==> config.mk <==
export PLATFORM = sky130hd
export DESIGN_NAME = fifo_burst_reader
export DESIGN_NICKNAME = d
export VERILOG_FILES = /design/src/rtl/fifo_burst_reader.sv
export SDC_FILE = /design/constraint.sdc
export NUM_CORES = 1
export LEC_CHECK = 0
export ABC_AREA = 1
export CORE_ASPECT_RATIO = 0.6
export CORE_UTILIZATION = 50
export CTS_CLUSTER_DIAMETER = 60
export DETAILED_ROUTE_END_ITERATION = 8
export PLACE_DENSITY = 0.82
export SYNTH_ARGS = -nofsm -noshare
export SYNTH_HDL_FRONTEND = slang
export SYNTH_SLANG_ARGS = --single-unit
==> constraint.sdc <==
create_clock -name clk -period 2.1 [get_ports clk]
set_clock_uncertainty 0.1 [all_clocks]
set_input_delay 0.21 -clock clk [delete_from_list [all_inputs] [get_ports clk]]
set_output_delay 0.21 -clock clk [all_outputs]
set_load 0.02 [all_outputs]
==> src/rtl/fifo_burst_reader.sv <==
// Burst reader: pops len words from a synchronous FIFO through a 2-entry
// skid buffer onto a valid/ready stream, then pulses done.
// Ports: clk, rst_n, start, len, busy, done, fifo_rd_en, fifo_rd_data,
// fifo_empty, m_valid, m_data, m_last, m_ready
// (+ xfer_cnt when FIFO_BURST_READER_CNT_EN is defined).
module fifo_burst_reader #(
  parameter int DATA_WIDTH = 8,
  parameter int ADDR_WIDTH = 3
) (
  input  logic                  clk,
  input  logic                  rst_n,
  input  logic                  start,
  input  logic [ADDR_WIDTH:0]   len,
  output logic                  busy,
  output logic                  done,
  output logic                  fifo_rd_en,
  input  logic [DATA_WIDTH-1:0] fifo_rd_data,
  input  logic                  fifo_empty,
  output logic                  m_valid,
  output logic [DATA_WIDTH-1:0] m_data,
  output logic                  m_last,
  input  logic                  m_ready
`ifdef FIFO_BURST_READER_CNT_EN
  ,
  output logic [15:0]           xfer_cnt
`endif
);

  localparam int CW = ADDR_WIDTH + 1;
  localparam logic [CW-1:0] ONE = CW'(1);

  typedef enum logic [1:0] {
    IDLE,
    READ,
    DONE
  } state_t;

  state_t                state;
  logic [CW-1:0]         pop_cnt;
  logic [CW-1:0]         send_cnt;
  logic [1:0]            occ;
  logic                  in_flight;
  logic [DATA_WIDTH-1:0] b0;
  logic [DATA_WIDTH-1:0] b1;
  logic                  xfer;
  logic [1:0]            slots;

  assign m_valid = (occ != 2'd0);
  assign m_data  = b0;
  assign m_last  = m_valid && (send_cnt == ONE);
  assign xfer    = m_valid && m_ready;

  // Slots claimed once this cycle's transfer leaves: lets a pop overlap
  // a drain so the stream sustains one word per cycle.
  assign slots = occ - {1'b0, xfer} + {1'b0, in_flight};

  assign fifo_rd_en = (state == READ) && (pop_cnt != '0)
                   && !fifo_empty && (slots < 2'd2);

  always_ff @(posedge clk or negedge rst_n) begin
    if (!rst_n) begin
      state     <= IDLE;
      busy      <= 1'b0;
      done      <= 1'b0;
      pop_cnt   <= '0;
      send_cnt  <= '0;
      occ       <= 2'd0;
      in_flight <= 1'b0;
      b0        <= '0;
      b1        <= '0;
    end else begin
      in_flight <= fifo_rd_en;
      if (fifo_rd_en && pop_cnt != '0)
        pop_cnt <= pop_cnt - ONE;
      if (xfer && send_cnt != '0)
        send_cnt <= send_cnt - ONE;

      // Skid buffer: b0 is the head, b1 the second entry.
      if (in_flight && xfer) begin
        if (occ == 2'd2) begin
          b0 <= b1;
          b1 <= fifo_rd_data;
        end else begin
          b0 <= fifo_rd_data;
        end
      end else if (in_flight) begin
        if (occ == 2'd0) b0 <= fifo_rd_data;
        else             b1 <= fifo_rd_data;
        occ <= occ + 2'd1;
      end else if (xfer) begin
        b0  <= b1;
        occ <= occ - 2'd1;
      end

      unique case (state)
        IDLE: begin
          done <= 1'b0;
          if (start) begin
            if (len != '0) begin
              pop_cnt  <= len;
              send_cnt <= len;
              busy     <= 1'b1;
              state    <= READ;
            end else begin
              done  <= 1'b1;
              state <= DONE;
            end
          end
        end
        READ: begin
          if (xfer && m_last) begin
            busy  <= 1'b0;
            done  <= 1'b1;
            state <= DONE;
          end
        end
        DONE: begin
          done  <= 1'b0;
          state <= IDLE;
        end
        default: state <= IDLE;
      endcase
    end
  end

`ifdef FIFO_BURST_READER_CNT_EN
  always_ff @(posedge clk or negedge rst_n) begin
    if (!rst_n)
      xfer_cnt <= 16'd0;
    else if (xfer)
      xfer_cnt <= xfer_cnt + 16'd1;
  end
`endif

endmodule

# Yosys cells after proc, flatten, opt, wreduce, memory -nomap -nowiden
# Cells that the tools add are included.
# word_totals
register_bits	31
input_bits	17
# op_classes
add_sub_neg	6
n_lt_le_gt_ge	1
eq_ne	10
mux	31
bitwise_logic	1
n_reduce_logical	27
# op_table
cell	n
two-way mux 8 bit	9
two-way mux 4 bit	8
nonzero test 4 bit	3
two-way mux 2 bit	5
logical AND 1 bit	9
AND reduction 2 bit	4
nonzero test 2 bit	4
subtractor 4 x 1 -> 4 bit (second input constant)	2
two-way mux 1 bit	6
inequality test 2 bit (second input constant)	3
nonzero test 3 bit	2
equality test 2 bit (second input constant)	2
equality test 4 x 1 -> 1 bit (second input constant)	1
logical NOT 2 bit	2
inequality test 2 x 1 -> 1 bit (second input constant)	2
one-hot mux 2 bit (2 select lines)	1
AND reduction 4 bit	1
inequality test 3 x 1 -> 1 bit (second input constant)	1
one-hot mux 1 bit (3 select lines)	1
AND reduction 3 bit	1
adder 2 x 1 -> 2 bit	1
adder 2 x 1 -> 2 bit (second input constant)	1
equality test 2 x 1 -> 1 bit (second input constant)	1
< comparator 2 bit (second input constant)	1
5 further kinds	5

# Logic depth before layout (Yosys ltp)
# depth
depth_word	11
mapped_depth	11

# Worst setup path after synthesis
# Ideal clock, no wire load.
# synth_path
kind	register -> register
startpoint	register send_cnt[1]
endpoint	register busy
setup_ns	0.113
arrival_ns	1.403
path_slack_ns	0.484
path_stages_with_launch	12
n_path_buf	0
synth_period_minus_slack_ns	1.616
cell_sequence	dfrtp_1 inv_1 ha_1 nand2_1 nor2_1 nand2_1 nand2_1 o21ai_2 nor2_1 nand2_1 nand2_1 inv_1
# synth_between
elab_chain_cells	5
# synth_lines
element	line	source
start, declared	40	logic [CW-1:0] send_cnt;
start signal, assigned	76	send_cnt <= send_cnt - ONE;
start signal, assigned	101	send_cnt <= len;
equality test 4 x 1 -> 1 bit	50	assign m_last = m_valid && (send_cnt == ONE);
logical AND 1 bit	50	
net m_last	21	output logic m_last,
logical AND 1 bit	111	if (xfer && m_last) begin
inequality test 2 x 1 -> 1 bit (no source line)	--	
AND reduction 4 bit (no source line)	--	
end signal, assigned	63	busy <= 1'b0;
end signal, assigned	102	busy <= 1'b1;
end signal, assigned	112	busy <= 1'b0;
end, declared	14	output logic busy,
# The timed path passes the listed nets, and every way through them passes these cells.
# A chain may end at the register's enable or synchronous reset.

# Worst setup path after layout
# layout_path
startpoint	register occ[1]
endpoint	output m_valid
# layout_between
elab_chain_cells	1
# layout_lines
element	line	source
start, declared	41	logic [1:0] occ;
start signal, assigned	89	occ <= occ + 2'd1;
start signal, assigned	92	occ <= occ - 2'd1;
nonzero test 2 bit	48	assign m_valid = (occ != 2'd0);
end, declared	19	output logic m_valid,
# Every way passes these cells.

==> impl_summary.log <==
INFO  metric status = complete, no violations
INFO  metric reg2reg_to = m_data[6]
INFO  metric globalplace.congestion = 0.835
INFO  metric cts_sinks = 31
INFO  metric final_hold_viol_count = 0
INFO  metric timing.final.max_slew_violations = 0
INFO  metric drt-wirelength-per-cell = 11.6 µm
INFO  metric syn-num-nets = roughly 240
INFO  metric gr-usage-all-layers = 21.3%
INFO  metric postRouteAntennaNets = 0
INFO  metric setup.reg_to_reg.worst_slack = 410 ps
INFO  metric die_area = 3660 µm²
INFO  metric detail_route.iter0.violations = 92
INFO  metric detailroute.via_count = 1509
INFO  metric worstHoldPathType = input port to async pin
INFO  metric drt_pass1_iterations = 4
INFO  metric cpLargestDelayFamily = buffers and inverters
INFO  metric synthesis.yosys.warnings = 0
INFO  metric drc = 0
INFO  metric final_nets = 282
INFO  metric cts.path.max_buffers = 2
INFO  metric die_width = 77.4 µm
INFO  metric io_pins = 30
INFO  metric holdBufCountCts = 0
INFO  metric placementRows = 16
INFO  metric setup.worst_path.end_class = output pin
INFO  metric floorplan.initialDensity = 52.3%
INFO  metric final_period_minus_worst_setup_slack = 1960 ps
INFO  metric postCtsSetupBuffers = 0
INFO  metric avgSynthCellArea = a little under 8 µm²
INFO  metric place_worst_setup_slack = -57.7 ps
INFO  metric grt_remaining_overflow = 0
INFO  metric htree_levels = 2
INFO  metric critPathLaunchType = flop
INFO  metric synth.lib_cells_used.distinct = 28
INFO  metric clock_insertion_delay_worst_skew = about 290 ps
INFO  metric areaGrowthSynthToFinish = 28.2%
INFO  metric detailedPlacementHpwl = 2.68 mm
INFO  metric cts_clk_pin_slew_worst_paths = roughly 60 ps
INFO  metric totalNegativeSetupSlack = 0 ps
INFO  metric timing.final.crit_share = 93.5%
INFO  metric via_per_inst = 4.96
INFO  metric core-area = 3260 µm²
INFO  metric worstSetupPathType = flop to output pin
INFO  metric seqCellArea = 776 µm²
INFO  metric rsz0062_at_grt = no
INFO  metric first_global_vias = 1264
INFO  metric critical_path.max_fanout = 9
INFO  metric floorplan.die.height = 47.2 µm
INFO  metric power.total = 3.13 mW
INFO  metric port_buffers = 29
INFO  metric pwr_density_cell = 1430 nW/µm²
INFO  metric post_synthesis_register_bit_count = 31
INFO  metric critical_path_cell_with_the_highest_stage_delay = sky130_fd_sc_hd__clkdlybuf4s50_1
INFO  metric crit_chain = inv_1 > nand2_4 > clkdlybuf4s50_1
INFO  metric vdd.ir_drop.worst = roughly 0.0007 V
INFO  metric relSlewSlack = 67.9%
INFO  metric r2r-start = occ[1]
INFO  metric wirelength = roughly 3.5 mm
INFO  metric final-setup-viol-count = 0
INFO  metric multiInputGateArea = 777 µm²
INFO  metric critical_path.max_stage_delay = about 630 ps
INFO  metric tritoncts = done
INFO  metric number_of_antenna_violations_at_the_first_check_in_global_routing = 0
INFO  metric post_route_cells_drive_above_1_share = 12.4%
INFO  metric fmax = 509 MHz
INFO  metric leakage = 1.11 nW
INFO  metric critical_path_arrival = 1650 ps
INFO  metric setup_ws = roughly 140 ps
INFO  metric postSynthCellCount = 216
INFO  metric final_area = 2190 µm²
INFO  metric cap_violations = 0
INFO  metric clock_tree.root_cell = sky130_fd_sc_hd__clkbuf_8
INFO  metric place_area = 2100 µm²
INFO  metric grt_pass1_wl = roughly 5.7 mm
INFO  metric diodes = 0
INFO  metric layout.cells.non_filler = around 300
INFO  metric cp_data_required_time = 1790 ps
INFO  metric grt_start_max_net_pins = 32
INFO  metric worstPathBufferInverterCount = 2
INFO  metric numCtsBuffers = 5
INFO  metric portion_of_the_post_synthesis_area_used_by_sequential_elements = 45.5%
INFO  metric dpl.cell_count = 297
INFO  metric nFillCells = 278
INFO  metric tightest_slew = 481 ps
INFO  metric r2r.worst_path.cells = 6
INFO  metric synthesis.area = 1710 µm²
routing by layer:
metal / vias up / GRT usage, % / wire length, µm
met1: 685 / 30.6 / 1880
met5: - / 0 / 0
met4: 0 / 9.43 / 49
met3: 7 / 5.83 / 189
met2: 33 / 30.4 / 1390
li1: 784 / - / -
cell usage after synthesis:
cell type / n / area, µm²
sky130_fd_sc_hd__a31o_2: 1 / 8.76
sky130_fd_sc_hd__nor3_1: 3 / 15.0
sky130_fd_sc_hd__nor2_2: 3 / 18.8
sky130_fd_sc_hd__xor2_1: 1 / 8.76
sky130_fd_sc_hd__o21a_1: 1 / 7.51
sky130_fd_sc_hd__mux2_2: 2 / 22.5
sky130_fd_sc_hd__o21ai_0: 13 / 65.1
sky130_fd_sc_hd__ha_1: 6 / 75.1
sky130_fd_sc_hd__o21ai_1: 5 / 25.0
sky130_fd_sc_hd__o22ai_1: 1 / 6.26
sky130_fd_sc_hd__nand2_4: 2 / 22.5
sky130_fd_sc_hd__a31oi_1: 2 / 12.5
sky130_fd_sc_hd__dfrtp_1: 31 / 776
sky130_fd_sc_hd__o21ai_2: 2 / 17.5
sky130_fd_sc_hd__a41oi_1: 1 / 8.76
sky130_fd_sc_hd__nand3_2: 1 / 10.0
sky130_fd_sc_hd__inv_2: 1 / 3.75
sky130_fd_sc_hd__nand4_1: 3 / 18.8
sky130_fd_sc_hd__o211ai_2: 1 / 12.5
sky130_fd_sc_hd__nor2_1: 27 / 101
sky130_fd_sc_hd__a21oi_1: 10 / 50.1
sky130_fd_sc_hd__nand3_1: 15 / 75.1
sky130_fd_sc_hd__buf_6: 2 / 22.5
sky130_fd_sc_hd__nand2_1: 46 / 173
sky130_fd_sc_hd__buf_2: 2 / 10.0
sky130_fd_sc_hd__a22oi_1: 2 / 15.0
sky130_fd_sc_hd__o21bai_1: 1 / 7.51
sky130_fd_sc_hd__inv_1: 31 / 116
registers in the layout, indices dropped and copies added (netlist names):
name,cells
b1,8
m_data,8
pop_cnt,4
send_cnt,4
occ,2
state,2
busy,1
done,1
in_flight,1
layout make-up:
cell class	instances	share of cell area [%]
Timing Repair Buffer	40	16.9
Clock buffer	6	3.78
Sequential cell	31	35.5
Multi-Input combinational cell	149	35.5
Inverter	32	5.49
Clock inverter	1	0.229
Tap cell	45	2.57
per-stage QoR:
stage	utilization (%)	hold WS [ps]
after floorplan	-	-186
after global placement	64.4	368
after detailed placement	64.4	374
after CTS	67.1	234
after global routing	67.0	278
final	67.0	221
what timing repair did:
item,4_1_cts,5_1_grt
resized for setup,1,3
endpoints found under the setup margin,1,2
pin swaps,0,0
kinds of logic (layout without fill, tap and decap cells):
| kind of cell | Yosys count | in the layout | synth area share, % |
|---|---|---|---|
| compound gates | 40 | 40 | 13.9 |
| fa+ha+maj | 6 | 6 | 4.40 |
| buf+inv | 36 | 79 | 8.95 |
| xor+xnor | 1 | 1 | 0.514 |
| simple gates | 100 | 100 | 25.5 |
| flops | 31 | 31 | 45.5 |
| mux | 2 | 2 | 1.32 |
worst max-delay path by stage:
| stage | slack (ps) | startpoint | to | depth (start not counted) |
|---|---|---|---|---|
| floorplan | 480 | send_cnt[1] | busy | 11 |
| detailed placement | -60 | m_ready | fifo_rd_en | 8 |
| global route | 80 | occ[1] | m_valid | 3 |
| global placement | -10 | m_ready | fifo_rd_en | 8 |
| finish | 140 | occ[1] | m_valid | 3 |
| CTS | 60 | occ[1] | m_last | 3 |
layout by cell type, fill, tap and decap left out, types with 2 or more instances in the layout:
cell,synthesis,layout
sky130_fd_sc_hd__nand2_1,46,46
sky130_fd_sc_hd__a22oi_1,2,2
sky130_fd_sc_hd__nor2_2,3,3
sky130_fd_sc_hd__clkdlybuf4s50_1,0,27
sky130_fd_sc_hd__buf_4,0,11
sky130_fd_sc_hd__o21ai_1,5,5
sky130_fd_sc_hd__nor3_1,3,3
sky130_fd_sc_hd__o21ai_2,2,2
sky130_fd_sc_hd__nand4_1,3,3
sky130_fd_sc_hd__dfrtp_1,31,31
sky130_fd_sc_hd__nand2_4,2,2
sky130_fd_sc_hd__o21ai_0,13,13
sky130_fd_sc_hd__mux2_2,2,2
sky130_fd_sc_hd__nor2_1,27,27
sky130_fd_sc_hd__a21oi_1,10,10
sky130_fd_sc_hd__clkbuf_8,0,6
sky130_fd_sc_hd__a31oi_1,2,2
sky130_fd_sc_hd__nand3_1,15,15
sky130_fd_sc_hd__ha_1,6,6
sky130_fd_sc_hd__inv_1,31,31
power breakdown:
part / total (mW) / switching (mW) / internal [mW]
clock: 0.475 / 0.219 / 0.257
sequential: 1.10 / 0.211 / 0.889
combinational: 1.55 / 0.878 / 0.674
total: 3.13 / 1.31 / 1.82
No activity file was read; power rests on OpenSTA's default activity.
